## config.mk

```make
export PLATFORM = sky130hd
export DESIGN_NAME = wave_capture_ctrl
export DESIGN_NICKNAME = d
export VERILOG_FILES = /design/src/rtl/wave_capture_ctrl.sv
export SDC_FILE = /design/constraint.sdc
export NUM_CORES = 1
export LEC_CHECK = 0
export BUFFER_PORTS_ARGS = -buffer_cell sky130_fd_sc_hd__buf_2
export CORE_ASPECT_RATIO = 0.75
export CORE_MARGIN = 2
export CORE_UTILIZATION = 57
export DETAILED_ROUTE_END_ITERATION = 12
export PLACE_DENSITY = 0.77
export SKIP_CTS_REPAIR_TIMING = 1
export SYNTH_ARGS = -nofsm -noshare
export SYNTH_HDL_FRONTEND = slang
export SYNTH_SLANG_ARGS = --single-unit
```

## constraint.sdc

```tcl
create_clock -name Clk -period 3.12 [get_ports Clk]
set_input_delay 0.624 -clock Clk [delete_from_list [all_inputs] [get_ports Clk]]
set_output_delay 0.624 -clock Clk [all_outputs]
set_load 0.02 [all_outputs]
```

## src/rtl/wave_capture_ctrl.sv

```systemverilog
// Capture sequencer for the scope display: trigger detection, decimated writes into the
// back bank of a two-bank 640-entry waveform buffer, and a tear-free bank swap on vertical blank.
module wave_capture_ctrl #(
  parameter int H_VISIBLE = 640,
  parameter int ADDR_W    = 10,
  parameter int DATA_W    = 8,
  parameter int AUTO_W    = 16
) (
  input  logic              Clk,
  input  logic              vgaRst,
  input  logic              sampleValid,
  input  logic [DATA_W-1:0] sampleData,
  input  logic              armEnable,
  input  logic              forceTrig,
  input  logic              trigSlope,
  input  logic [DATA_W-1:0] trigLevel,
  input  logic [7:0]        decimation,
  input  logic              autoMode,
  input  logic [AUTO_W-1:0] autoTimeout,
  input  logic              vBlank,
  output logic              wrEn,
  output logic [ADDR_W-1:0] wrAddr,
  output logic [DATA_W-1:0] wrData,
  output logic              wrBank,
  output logic              dispBank,
  output logic              captureDone,
  output logic [1:0]        state
);

  typedef enum logic [1:0] {
    IDLE      = 2'd0,
    ARMED     = 2'd1,
    CAPTURE   = 2'd2,
    WAIT_SWAP = 2'd3
  } captureState_e;

  localparam logic [ADDR_W:0]   FRAME_LEN = (ADDR_W+1)'(H_VISIBLE);
  localparam logic [ADDR_W:0]   LAST_ADDR = (ADDR_W+1)'(H_VISIBLE - 1);
  localparam logic [AUTO_W-1:0] AUTO_ONE  = AUTO_W'(1);

  captureState_e     curState, nextState;
  logic [DATA_W-1:0] prevSample;
  logic              prevValid;
  logic [7:0]        decCnt;
  logic [AUTO_W-1:0] autoCnt;
  logic              vBlankPrev;
  logic              forcePending;
  logic [ADDR_W:0]   addrCnt;

  logic              levelHit, autoHit, forceHit;
  logic              armedTrig, captureStep, capWrite, swapEdge;
  logic [AUTO_W-1:0] autoLimit;

  assign autoLimit = autoTimeout - AUTO_ONE;
  assign state     = curState;
  assign wrBank    = ~dispBank;

  always_ff @(posedge Clk or negedge vgaRst) begin
    if (!vgaRst) curState <= IDLE;
    else         curState <= nextState;
  end

  // All trigger sources collapse into a single armedTrig, so coincident sources give one write.
  always_comb begin
    levelHit = 1'b0;
    if (prevValid) begin
      if (trigSlope) levelHit = (prevSample > trigLevel) && (sampleData <= trigLevel);
      else           levelHit = (prevSample < trigLevel) && (sampleData >= trigLevel);
    end
    autoHit     = autoMode && (autoCnt == autoLimit);
    forceHit    = forceTrig || forcePending;
    armedTrig   = (curState == ARMED) && armEnable && sampleValid &&
                  (levelHit || autoHit || forceHit);
    captureStep = (curState == CAPTURE) && sampleValid && (addrCnt < FRAME_LEN);
    capWrite    = captureStep && (decCnt == 8'd0);
    swapEdge    = (curState == WAIT_SWAP) && vBlank && !vBlankPrev;

    nextState = curState;
    case (curState)
      IDLE:      if (armEnable) nextState = ARMED;
      ARMED: begin
        if (!armEnable)     nextState = IDLE;
        else if (armedTrig) nextState = CAPTURE;
      end
      CAPTURE:   if (captureDone) nextState = WAIT_SWAP;
      WAIT_SWAP: if (swapEdge) nextState = armEnable ? ARMED : IDLE;
      default:   nextState = IDLE;
    endcase
  end

  always_ff @(posedge Clk or negedge vgaRst) begin
    if (!vgaRst) begin
      wrEn         <= 1'b0;
      wrAddr       <= '0;
      wrData       <= '0;
      captureDone  <= 1'b0;
      dispBank     <= 1'b0;
      prevSample   <= '0;
      prevValid    <= 1'b0;
      decCnt       <= 8'd0;
      autoCnt      <= '0;
      vBlankPrev   <= 1'b0;
      forcePending <= 1'b0;
      addrCnt      <= '0;
    end else begin
      vBlankPrev  <= vBlank;
      wrEn        <= armedTrig || capWrite;
      captureDone <= capWrite && (addrCnt == LAST_ADDR);

      if (armedTrig) begin
        wrAddr  <= '0;
        wrData  <= sampleData;
        addrCnt <= (ADDR_W+1)'(1);
        decCnt  <= decimation;
      end else if (captureStep) begin
        if (capWrite) begin
          wrAddr  <= addrCnt[ADDR_W-1:0];
          wrData  <= sampleData;
          addrCnt <= addrCnt + 1'b1;
          decCnt  <= decimation;
        end else begin
          decCnt  <= decCnt - 8'd1;
        end
      end

      if (curState == IDLE || swapEdge) begin
        prevValid <= 1'b0;
        autoCnt   <= '0;
      end else if (curState == ARMED && sampleValid) begin
        prevSample <= sampleData;
        prevValid  <= 1'b1;
        if (!armedTrig && autoCnt != '1) autoCnt <= autoCnt + AUTO_ONE;
      end

      // A forced trigger stays pending until the next valid sample while armed.
      if (curState != ARMED || armedTrig || !armEnable) forcePending <= 1'b0;
      else if (forceTrig)                               forcePending <= 1'b1;

      if (swapEdge) dispBank <= ~dispBank;
    end
  end

endmodule

```

==> impl_metrics.toml <==
[run]
cap_violations = 0

[layout]
final_net_count = 601
drive_gt1_frac = 0.266
design_area_sq_mm = 0.00504
fin_util = 0.724
synthToLayoutAreaGrowth_pct = 20.9
n_antenna_cell = 0

[worst_setup_path]
criticalPathCategory = "primary input to flip-flop"
crit_family = "simple AND/OR/NAND/NOR gates"
required_ns = 3.40
critPathArrivalTime_ns = 3.30
crit_path_frequent_cell = "nand2_1"
critPathMaxStageDelay_ns = 0.57
critPathBufInv = 2
cp_cell_sequence = "buf_2 -> or4_4 -> nor4_2 -> buf_4 -> nand2_1 -> xnor2_1 -> nor3b_1 -> a32o_2 -> or2_1 -> or4_1 -> nand2_1"
crit_start = "autoTimeout[0]"
reg2reg_to = "autoCnt[4]"
crit_path_end_kind = "flip-flop"
crit_path_top_delay_cell = "or4_4"
rrSetupSlack_ns = 0.35
crit_fanout = 7
r2r_start = "prevSample[2]"
reg2reg_depth = 10
cp-start-kind = "primary input"

[timing]
finalClockSkew_ns = 0.00576
worstMarginPinSlew_ns = 0.862
slew_viol_final = 0
min_period_ns = 3.02
slew_headroom = 0.421
finalSetupViolations = 0
fmax_mhz = 331
hold_viol = 0
rsz0062_at_grt = "no"
finalCritPeriodShare = 0.967

[clock_network]
htreeDepth = 3
cts_made_buffers = 9
cts-root-buf = "clkbuf_8"
cts.clk_slew.worst_paths_ns = 0.08
clk_latency_ns = 0.34
cts_tree = "built"
cts_buffer_depth = 2
cts.sinks = 69

[detailed_routing]
wl_per_cell_um = 16.1
drc = 0
highest-signal-layer = "met4"
dr.pass1.iters = 5
viasPerCell = 5.82
met2_length_mm = 4.75
ant_nets = 0
vias = 3700
wirelength_mm = 10.3
drt-initial-drc-count = 184
met1_length_mm = 4.77
wl_met3_um = 616

[floorplanning]
core_sq_mm = 0.00696
rows = 26
die_y_um = 78.1
ios = 72
die_area_sq_mm = 0.00802
die_x_um = 103
initial_core_util = 0.599

[placement]
dp_hpwl_mm = 7.83
place_area_sq_mm = 0.00482
port_buffers = 71
gp_congestion = 0.862

[yosys]
yosys_register_bits = 69
synth_edf_count = 0
synth_most_common_cell = "dfrtp_1"
avgSynthCellArea_sq_um = 9.63
synth_nets = 501
synth_area_sq_mm = 0.00417
yosysSeqAreaShare = 0.414
ys_warn_count = 0
ys_top_cells_by_count = "dfrtp_1 (69), nand2_1 (49), nor2_1 (31)"
synth_flop_cell = "dfrtp_1"
yosysTopAreaCellShare = 0.414
async_flop_share = 1.00
synth_cell_type_count = 67
synthCells = 433
synth_area_leaders = "dfrtp_1 (41%), ha_1 (6.0%), nand2_1 (4.4%), xnor2_1 (4.2%), a21oi_1 (3.0%)"
synth_area_leader_cell = "dfrtp_1"

[global_routing]
grt-ovfl-total = 0
antenna_found_initial = 0
grt_pass1_vias = 3611
grt_max_degree = 26
grt_pass1_wl_mm = 17.2
grtUsageTotal = 0.273

[worst_hold_path]
hold_path.class = "primary input to asynchronous set/reset pin"

[power_and_ir_drop]
power_mw = 3.12
power.density_mw_per_mm2 = 620
ir_drop_uv = 345
leakagePower_nw = 2.37

[outcome]
status = "completed"
-- metal layers --
metal | vias to the layer above | track usage
met5 | - | 0
met4 | 0 | 0.0658
met3 | 15 | 0.0659
met2 | 125 | 0.429
met1 | 1789 | 0.383
li1 | 1771 | -
-- registers in the layout, summed over array words and instances, names as in the netlist, 8 cells and up, named ones only --
name / cells
autoCnt: 16
wrAddr: 10
prevSample: 8
addrCnt: 11
decCnt: 8
wrData: 8
-- layout by cell type (no fill, tap or decap), drive strengths merged, types with 3 or more instances in the layout --
cell type,n
inv,24
a21oi,25
mux2,15
a32o,3
and4,3
xnor2,20
nand2b,8
and3,6
a31oi,4
dfrtp,69
ha,20
clkbuf,9
o31ai,8
nor4,9
mux2i,6
nand3,15
buf,100
nand4b,3
o21ai,17
o21a,3
xor2,14
nor3,9
o22a,3
nor3b,3
o211ai,4
clkinvlp,4
or4,6
nor2,33
nand2,50
nand4,4
or3,9
-- through the flow --
step	instances	setup TNS, ns	hold WS (ns)	worst slack (ns)
3_3_place_gp	620	-1.00	0.463	-0.104
5_1_grt	636	0	0.290	0.000241
6_report	636	0	0.267	0.102
3_5_place_dp	620	-3.12	0.478	-0.216
4_1_cts	636	0	0.271	0.127
2_1_floorplan	433	0	0.328	0.0109
-- worst max path at each step --
stage,end,slack (ns),depth (start not counted)
finish,autoCnt[4],0.10,11
global route,autoCnt[3],0.0002,11
CTS,autoCnt[4],0.13,11
detailed placement,autoCnt[4],-0.22,11
global placement,autoCnt[4],-0.10,11
floorplan,wrData[3],0.01,11
-- worst reg2reg max path, stage by stage (launching register included) --
cell and delay (ns):
dfrtp_1 0.39, ha_1 0.29, o21ai_0 0.15, a21oi_1 0.06, o31ai_1 0.31, a211o_1 0.19
o211ai_1 0.16, a32o_2 0.28, or2_1 0.32, or4_1 0.51, nand2_1 0.08
-- power by group --
| group | internal (mW) | switching, mW | leakage, nW |
|---|---|---|---|
| Sequential | 1.09 | 0.189 | 0.901 |
| Clock | 0.452 | 0.363 | 0.0981 |
| Combinational | 0.457 | 0.570 | 1.37 |
| Total | 2.00 | 1.12 | 2.37 |
-- final cells by class --
cell class                      instances  area [sq um]
Clock buffer                            9           124
Timing Repair Buffer                  100           573
Tap cell                               98           123
Sequential cell                        69          1730
Clock inverter                          7          98.8
Inverter                               24          91.3
Multi-Input combinational cell        329          2300
Fill cell                             530          1920
-- cell families (layout without fill, tap and decap cells) --
logic type,Yosys count,after routing,share of synthesized area
XOR/XNOR,34,34,0.0714
AO/OA/AOI/OAI,85,85,0.133
buffers and inverters,35,140,0.0354
AND/OR/NAND/NOR,169,169,0.226
flip-flops,69,69,0.414
adder cells (fa/ha/maj),20,20,0.0600
multiplexers,21,21,0.0594
No activity file was read; power rests on OpenSTA's default activity.
